==> src/rtl/systolic_pe_array_2x2.sv <==
// 2x2 output-stationary signed MAC array with registered operand forwarding,
// per-PE tile capture and a valid/ready output register for the finished tile.
module systolic_pe_array_2x2 #(
  parameter int DATA_W = 8,
  parameter int ACC_W  = 32
) (
  input  logic                     clk,
  input  logic                     reset,
  input  logic                     acc_en,
  input  logic signed [DATA_W-1:0] a1X,
  input  logic signed [DATA_W-1:0] a2X,
  input  logic signed [DATA_W-1:0] bX1,
  input  logic signed [DATA_W-1:0] bX2,
  input  logic                     push11,
  input  logic                     pushedge,
  input  logic                     push22,
  input  logic                     out_ready,
  output logic                     out_valid,
  output logic signed [ACC_W-1:0]  c11,
  output logic signed [ACC_W-1:0]  c12,
  output logic signed [ACC_W-1:0]  c21,
  output logic signed [ACC_W-1:0]  c22,
  output logic [31:0]              tile_cnt,
  output logic                     ovf,
  output logic                     overrun
);

  // PE index order throughout: 0=PE11, 1=PE12, 2=PE21, 3=PE22
  logic signed [DATA_W-1:0]   fa11, fb11, fa21, fb12;
  logic signed [DATA_W-1:0]   op_a [4];
  logic signed [DATA_W-1:0]   op_b [4];
  logic signed [2*DATA_W-1:0] prod_w [4];
  logic signed [ACC_W-1:0]    prod_ext [4];
  logic signed [ACC_W-1:0]    sum [4];
  logic signed [ACC_W-1:0]    acc [4];
  logic signed [ACC_W-1:0]    stage [4];
  logic signed [ACC_W-1:0]    stage_next [4];
  logic [3:0]                 push;
  logic [3:0]                 add_ovf;
  logic                       load;

  assign op_a[0] = a1X;   assign op_b[0] = bX1;
  assign op_a[1] = fa11;  assign op_b[1] = bX2;
  assign op_a[2] = a2X;   assign op_b[2] = fb11;
  assign op_a[3] = fa21;  assign op_b[3] = fb12;

  assign push = {push22, pushedge, pushedge, push11};

  // The final tile element is taken straight from the capture path so the
  // tile reaches the output register on the same edge that samples push22.
  assign load = push22 & (~out_valid | out_ready);

  always_comb begin
    for (int i = 0; i < 4; i++) begin
      prod_w[i]     = op_a[i] * op_b[i];
      prod_ext[i]   = {{(ACC_W-2*DATA_W){prod_w[i][2*DATA_W-1]}}, prod_w[i]};
      sum[i]        = acc[i] + (acc_en ? prod_ext[i] : '0);
      add_ovf[i]    = acc_en & (acc[i][ACC_W-1] == prod_ext[i][ACC_W-1])
                             & (sum[i][ACC_W-1] != acc[i][ACC_W-1]);
      stage_next[i] = push[i] ? sum[i] : stage[i];
    end
  end

  always_ff @(posedge clk) begin
    if (reset) begin
      fa11 <= '0;
      fb11 <= '0;
      fa21 <= '0;
      fb12 <= '0;
      for (int i = 0; i < 4; i++) begin
        acc[i]   <= '0;
        stage[i] <= '0;
      end
      out_valid <= 1'b0;
      c11       <= '0;
      c12       <= '0;
      c21       <= '0;
      c22       <= '0;
      tile_cnt  <= '0;
      ovf       <= 1'b0;
      overrun   <= 1'b0;
    end else begin
      fa11 <= a1X;
      fb11 <= bX1;
      fa21 <= a2X;
      fb12 <= bX2;
      for (int i = 0; i < 4; i++) begin
        stage[i] <= stage_next[i];
        if (push[i])
          acc[i] <= '0;
        else if (acc_en)
          acc[i] <= sum[i];
      end
      if (|add_ovf)
        ovf <= 1'b1;
      if (load) begin
        out_valid <= 1'b1;
        c11       <= stage_next[0];
        c12       <= stage_next[1];
        c21       <= stage_next[2];
        c22       <= stage_next[3];
        tile_cnt  <= tile_cnt + 32'd1;
      end else if (out_ready) begin
        out_valid <= 1'b0;
      end
      if (push22 & out_valid & ~out_ready)
        overrun <= 1'b1;
    end
  end

endmodule

==> config.mk <==
export PLATFORM = sky130hd
export DESIGN_NAME = systolic_pe_array_2x2
export DESIGN_NICKNAME = d
export VERILOG_FILES = /design/src/rtl/systolic_pe_array_2x2.sv
export SDC_FILE = /design/constraint.sdc
export NUM_CORES = 2
export LEC_CHECK = 0
export ABC_AREA = 0
export CAP_MARGIN = 20
export CORE_MARGIN = 5
export CORE_UTILIZATION = 30
export DETAILED_ROUTE_END_ITERATION = 7
export PLACE_DENSITY = 0.46
export REMOVE_ABC_BUFFERS = 1
export SLEW_MARGIN = 20
export SYNTH_ARGS = -nofsm -noshare
export SYNTH_HDL_FRONTEND = slang
export SYNTH_SLANG_ARGS = --single-unit
==> constraint.sdc <==
create_clock -name clk -period 10 [get_ports clk]
set_input_delay 2 -clock clk [delete_from_list [all_inputs] [get_ports clk]]
set_output_delay 2 -clock clk [all_outputs]
set_load 0.02 [all_outputs]
Yosys cells after proc, flatten, opt, wreduce, memory -nomap -nowiden. Memories as Yosys holds them, arrays and structs flattened. Cells that the tools add are included.

Input port bits: 39. Output and inout bits: 163. Word-level logic and storage cells: 103. Bits in registers: 195. Memory bits (writable): 256. Memories kept: 2.

Bitwise gates (word level): 26. Equal/unequal tests: 8. Multiply operators: 4. Add/sub/neg operators: 5. Reductions and logical operators: 2. Mux-type cells: 44.

Memories: acc (depth 4, bits a word 32, rd ports 4, clocked after memory_dff 0, wr ports 4, line 35) `logic signed [ACC_W-1:0] acc [4];`; stage (depth 4, bits a word 32, rd ports 4, clocked after memory_dff 0, wr ports 4, line 36) `logic signed [ACC_W-1:0] stage [4];`.

Operator list (count): $mux W32 (20); $add A32 B32 Y32 (4); $mul A8 B8 Y16 (4); $add A32 B1 Y32 const B (1); $mux W1 (24); $or A1 B1 Y1 (13); $and A1 B1 Y1 (11); $eq A1 B1 Y1 (4); $ne A1 B1 Y1 (4); $reduce_or A4 Y1 (1); $not A1 Y1 (2); $reduce_bool A2 Y1 (1).

Depth between registers and ports, before layout.
Word-level depth: 6. Gate-level depth with buffers: 32. Depth with buffers taken out: 31.

Least setup slack after synthesis. No wires, ideal clock.

Path type: in2reg. From: input port a1X[7]. To: memory acc[0][30], data pin. Arrival: 7913 ps. Stages: 28. Path slack: 1826 ps. Path buffers: 1. Data required time: 9739 ps. Setup time: 261 ps. Cells stage by stage: clkbuf_1 > and2_1 > fa_1 > inv_1 > fa_1 > inv_1 > fa_1 > inv_1 > fa_1 > inv_1 > ha_1 > a21oi_1 > o21bai_1 > a21oi_1 > o21ai_0 > a21oi_1 > o21bai_1 > a21oi_1 > xor2_1 > nor2_1 > ha_1 > or4_1 > o32ai_2 > nand2_1 > or4_1 > o41ai_1 > xnor2_1 > nor2_1.

RTL lines: from (decl) (line 10) `input logic signed [DATA_W-1:0] a1X,`; to (decl) (line 35).

Final worst setup path.
From: input port bX2[2]. To: register ovf.

Longest elaborated chain between the ends: 6. Elaborated cells on any way between the ends: 8. Classes of those cells: add/sub: 1; mul: 1; eq/ne: 2; mux: 1; bitwise: 2; reduce/logical: 1.

Ends and longest elaborated chain: from (decl) (line 13) `input logic signed [DATA_W-1:0] bX2,`; $mul A8 B8 Y16 * (line 55) `prod_w[i] = op_a[i] * op_b[i];`; $mux W32 (line 57) `sum[i] = acc[i] + (acc_en ? prod_ext[i] : '0);`; $add A32 B32 Y32 (line 57); $ne A1 B1 Y1 (line 59) `& (sum[i][ACC_W-1] != acc[i][ACC_W-1]);`; $and A1 B1 Y1 * (line 59); $reduce_or A4 Y1 * (line 94) `if (|add_ovf)`; to (signal assigned) (line 80) `ovf <= 1'b0;`; to (signal assigned) (line 95) `ovf <= 1'b1;`; to (decl) (line 24) `output logic ovf,`.

Mark *: on every way between the ends. The rest lies on a longest branch, timed or not. A chain may end at the register's enable or synchronous reset.

==> summary.json <==
{
  "share_of_cell_area_taken_by_muxes_after_synthesis_pct": 2.77,
  "detail_route.drc_violations": 0,
  "min_delay_path_depth": 2,
  "synth_cell_type_count": 84,
  "route.detailed.vias_per_inst": 4.68,
  "worst_skew_pair.late_latency_ps": 630,
  "crit_top_cell": "sky130_fd_sc_hd__a21oi_1",
  "cp.arrival_ps": 9620,
  "design.final.nets": 3937,
  "drt_iter0_drc": 943,
  "routed_wirelength_um": 86100,
  "post_cts_resized": 0,
  "post-layout-total-power_mw": 7.29,
  "synth_top_family_by_area": "adder cells",
  "worst_setup_hold_path_clk_slew_ps": 60,
  "criticalPathCategory": "in -> reg",
  "route.vias.total": 23000,
  "overall_die_area_um2": 108000,
  "timing.clock.skew_ps": 27.9,
  "launching_point_of_the_worst_reg2reg_path": "fb12[1]",
  "reg2reg_to": "ovf",
  "finalHoldViolations": 0,
  "critPathSlowestCell": "sky130_fd_sc_hd__a211oi_1",
  "rsz0062_at_grt": "false",
  "finalHoldWorstSlack_ps": 453,
  "min_path_type": "reg -> reg",
  "synthSimpleGateAreaFrac_pct": 19.3,
  "tritoncts_clock_tree": "done",
  "fin_util_pct": 35.2,
  "drt_pass1_iterations": 5,
  "power.density_nw_per_um2": 204,
  "synth_flop_cell": "sky130_fd_sc_hd__dfxtp_1",
  "port_buffers": 201,
  "max_cap_viol_count": 0,
  "synthesis.area_um2": 30500,
  "first_global_vias": 23900,
  "share_of_layout_cells_above_drive_strength_1_pct": 4.29,
  "first_pass_grt_wire_length_um": 138000,
  "cts_htree_levels": 2,
  "cts.repair_timing.setup_buffer_count": 0,
  "holdPathEnd": "c22[9]",
  "timing_worst_slew_pin_value_ps": 1100,
  "syn-instance-count": 3354,
  "place_congestion": 0.816,
  "synth.ff_latch_count": 419,
  "cp-start-kind": "input pin",
  "cts.hold.buffers_added": 0,
  "cts_num_sinks": 419,
  "syn2layout_area_growth_pct": 17.0,
  "clockBufferDepth": 3,
  "post-dp-hpwl_um": 63800,
  "synth_edf_count": 128,
  "maximum_number_of_pins_on_one_net_before_global_route_repair": 128,
  "worst_setup_path_end_kind": "flop",
  "hold_start": "c22[9]",
  "final_period_minus_worst_setup_slack_ps": 9150,
  "cts_made_buffers": 53,
  "synth_adder_area_share_pct": 21.9,
  "io-pin-count": 202,
  "grt_util_overall_pct": 16.0,
  "die_height_um": 329,
  "drt.antenna.violating_nets": 0,
  "ys.warnings.count": 0,
  "final-setup-viol-count": 0,
  "slowest_delay_ps": 670,
  "run_status": "complete, no violations",
  "ys_seq_area_share_pct": 31.7,
  "design.core.area_um2": 101000,
  "syn_area_per_cell_um2": 9.11,
  "slew_headroom_pct": 26.6,
  "timing.critical_path.required_ps": 10460,
  "global_route.overflow_total": 0,
  "rrSetupSlack_ps": 2290,
  "synthXorXnorAreaFrac_pct": 6.16,
  "antenna_found_initial": 3,
  "timing.critical_path.fanout_max": 9,
  "final_cycle_share_pct": 91.5,
  "synth_compound_gate_area_share_pct": 11.8,
  "vdd_ir_drop_max_mv": 0.161,
  "root_buffer": "sky130_fd_sc_hd__clkbuf_16",
  "worst-r2r-cell-count": 28,
  "die_width_um": 329,
  "fp-row-count": 117,
  "maxClockFrequency_mhz": 109,
  "final-max-slew-violation-count": 0,
  "detail_route.wl_per_cell_um": 17.5,
  "initial_util_pct": 30.1,
  "total_leakage_power_nw": 15.2,
  "synthArstFlopShare_pct": 0
}
through the flow:
| stage | setup slack, ps | setup TNS, ps | std cells | area, µm² |
|---|---|---|---|---|
| 2_1_floorplan | -51.0 | -137 | 3221 | 30000 |
| 3_3_place_gp | 213 | 0 | 4809 | 33900 |
| 3_5_place_dp | 169 | 0 | 4810 | 34000 |
| 4_1_cts | 847 | 0 | 4908 | 35700 |
| 5_1_grt | 396 | 0 | 4908 | 35700 |
| 6_report | 849 | 0 | 4912 | 35700 |
per-layer routing:
| metal | global-route usage, % | share of wire (%) | vias up |
|---|---|---|---|
| li1 | - | - | 11500 |
| met3 | 2.79 | 4.0 | 88 |
| met5 | 0 | 0 | - |
| met1 | 21.0 | 46 | 11100 |
| met4 | 3.92 | 2.2 | 0 |
| met2 | 27.7 | 48 | 302 |
synthesized netlist by cell type, types with 9 or more instances:
cell type	n	area, µm²
sky130_fd_sc_hd__a211oi_1	65	488
sky130_fd_sc_hd__a21o_1	32	240
sky130_fd_sc_hd__a21oi_1	167	836
sky130_fd_sc_hd__a31oi_1	26	163
sky130_fd_sc_hd__and2_1	277	1730
sky130_fd_sc_hd__and3_1	33	206
sky130_fd_sc_hd__and4_1	9	78.8
sky130_fd_sc_hd__buf_1	16	60.1
sky130_fd_sc_hd__buf_2	10	50.1
sky130_fd_sc_hd__clkbuf_1	106	398
sky130_fd_sc_hd__dfxtp_1	291	5830
sky130_fd_sc_hd__edfxtp_1	128	3840
sky130_fd_sc_hd__fa_1	224	4480
sky130_fd_sc_hd__ha_1	177	2210
sky130_fd_sc_hd__inv_1	381	1430
sky130_fd_sc_hd__mux2i_1	80	801
sky130_fd_sc_hd__nand2_1	208	781
sky130_fd_sc_hd__nand2b_1	26	163
sky130_fd_sc_hd__nand3_1	52	260
sky130_fd_sc_hd__nand4_1	26	163
sky130_fd_sc_hd__nor2_1	337	1260
sky130_fd_sc_hd__nor2b_1	67	419
sky130_fd_sc_hd__nor3_1	60	300
sky130_fd_sc_hd__nor4_1	18	113
sky130_fd_sc_hd__o211ai_1	10	75.1
sky130_fd_sc_hd__o21a_1	32	240
sky130_fd_sc_hd__o21ai_0	105	526
sky130_fd_sc_hd__o21bai_1	18	135
sky130_fd_sc_hd__or3_1	13	81.3
sky130_fd_sc_hd__or4_1	10	75.1
sky130_fd_sc_hd__xnor2_1	158	1380
sky130_fd_sc_hd__xor2_1	55	482
state kept, by name (all words and copies together) (netlist names):
| signal | cells |
|---|---|
| acc | 128 |
| c11 | 32 |
| c12 | 32 |
| c21 | 32 |
| c22 | 32 |
| fa11 | 8 |
| fa21 | 8 |
| fb11 | 8 |
| fb12 | 8 |
| out_valid | 1 |
| overrun | 1 |
| ovf | 1 |
| stage | 96 |
| tile_cnt | 32 |
report_power, final:
part	total (mW)	switching [mW]	internal [mW]
clock	1.97	0.814	1.16
combinational	3.21	1.93	1.28
sequential	2.11	0.135	1.97
final cells by class:
type	count	area (µm²)
timing repair buffer	221	2180
clock buffer	66	1480
multi-input combinational	2419	19000
inverter	383	1440
sequential	419	9670
clock inverter	32	289
fill	10600	65700
antenna	4	10.0
tap	1368	1710
cell families (layout without fill, tap and decap cells):
kind of cell               Yosys count  after routing
xor gates and xnor gates           214            214
AOI/OAI and AO/OA                  552            552
DFF                                419            419
other                                0              4
adders and majority gates          401            401
muxes                               84             84
and+or+nand+nor                   1168           1168
buffers and inverters              516            702
worst max path at each step:
stage | startpoint | slack (ps) | to | depth (start not counted)
2_1_floorplan | push22 | -50 | tile_cnt[20] | 7
3_3_place_gp | bX2[2] | 210 | ovf | 29
3_5_place_dp | bX2[2] | 170 | ovf | 29
4_1_cts | bX2[2] | 850 | ovf | 29
5_1_grt | bX2[2] | 400 | ovf | 29
6_report | bX2[2] | 850 | ovf | 29
worst max-delay path: cells and delay by family:
kind                     cells  cell delay (ps)
AND/OR/NAND/NOR              5             1120
buffers and inverters        5              840
XOR/XNOR                     1              180
adder cells (fa/ha/maj)      6             2710
AO/OA/AOI/OAI               12             2760
cells in the final DEF, fill, tap and decap left out, types with 25 or more instances in the layout:
master and instances:
sky130_fd_sc_hd__clkdlybuf4s50_1 197, sky130_fd_sc_hd__and3_1 33, sky130_fd_sc_hd__nor2_1 334, sky130_fd_sc_hd__o21ai_0 105, sky130_fd_sc_hd__nand3_1 51, sky130_fd_sc_hd__nor3_1 60
sky130_fd_sc_hd__edfxtp_1 128, sky130_fd_sc_hd__nand2_1 208, sky130_fd_sc_hd__a21o_1 32, sky130_fd_sc_hd__o21a_1 32, sky130_fd_sc_hd__dfxtp_1 291, sky130_fd_sc_hd__mux2i_1 80
sky130_fd_sc_hd__xnor2_1 158, sky130_fd_sc_hd__clkbuf_16 58, sky130_fd_sc_hd__inv_1 380, sky130_fd_sc_hd__a21oi_1 167, sky130_fd_sc_hd__nor2b_1 67, sky130_fd_sc_hd__nand4_1 26
sky130_fd_sc_hd__fa_1 224, sky130_fd_sc_hd__ha_1 177, sky130_fd_sc_hd__and2_1 277, sky130_fd_sc_hd__xor2_1 55, sky130_fd_sc_hd__a211oi_1 65, sky130_fd_sc_hd__a31oi_1 26
sky130_fd_sc_hd__nand2b_1 25
(Power assumes the default switching activity.)
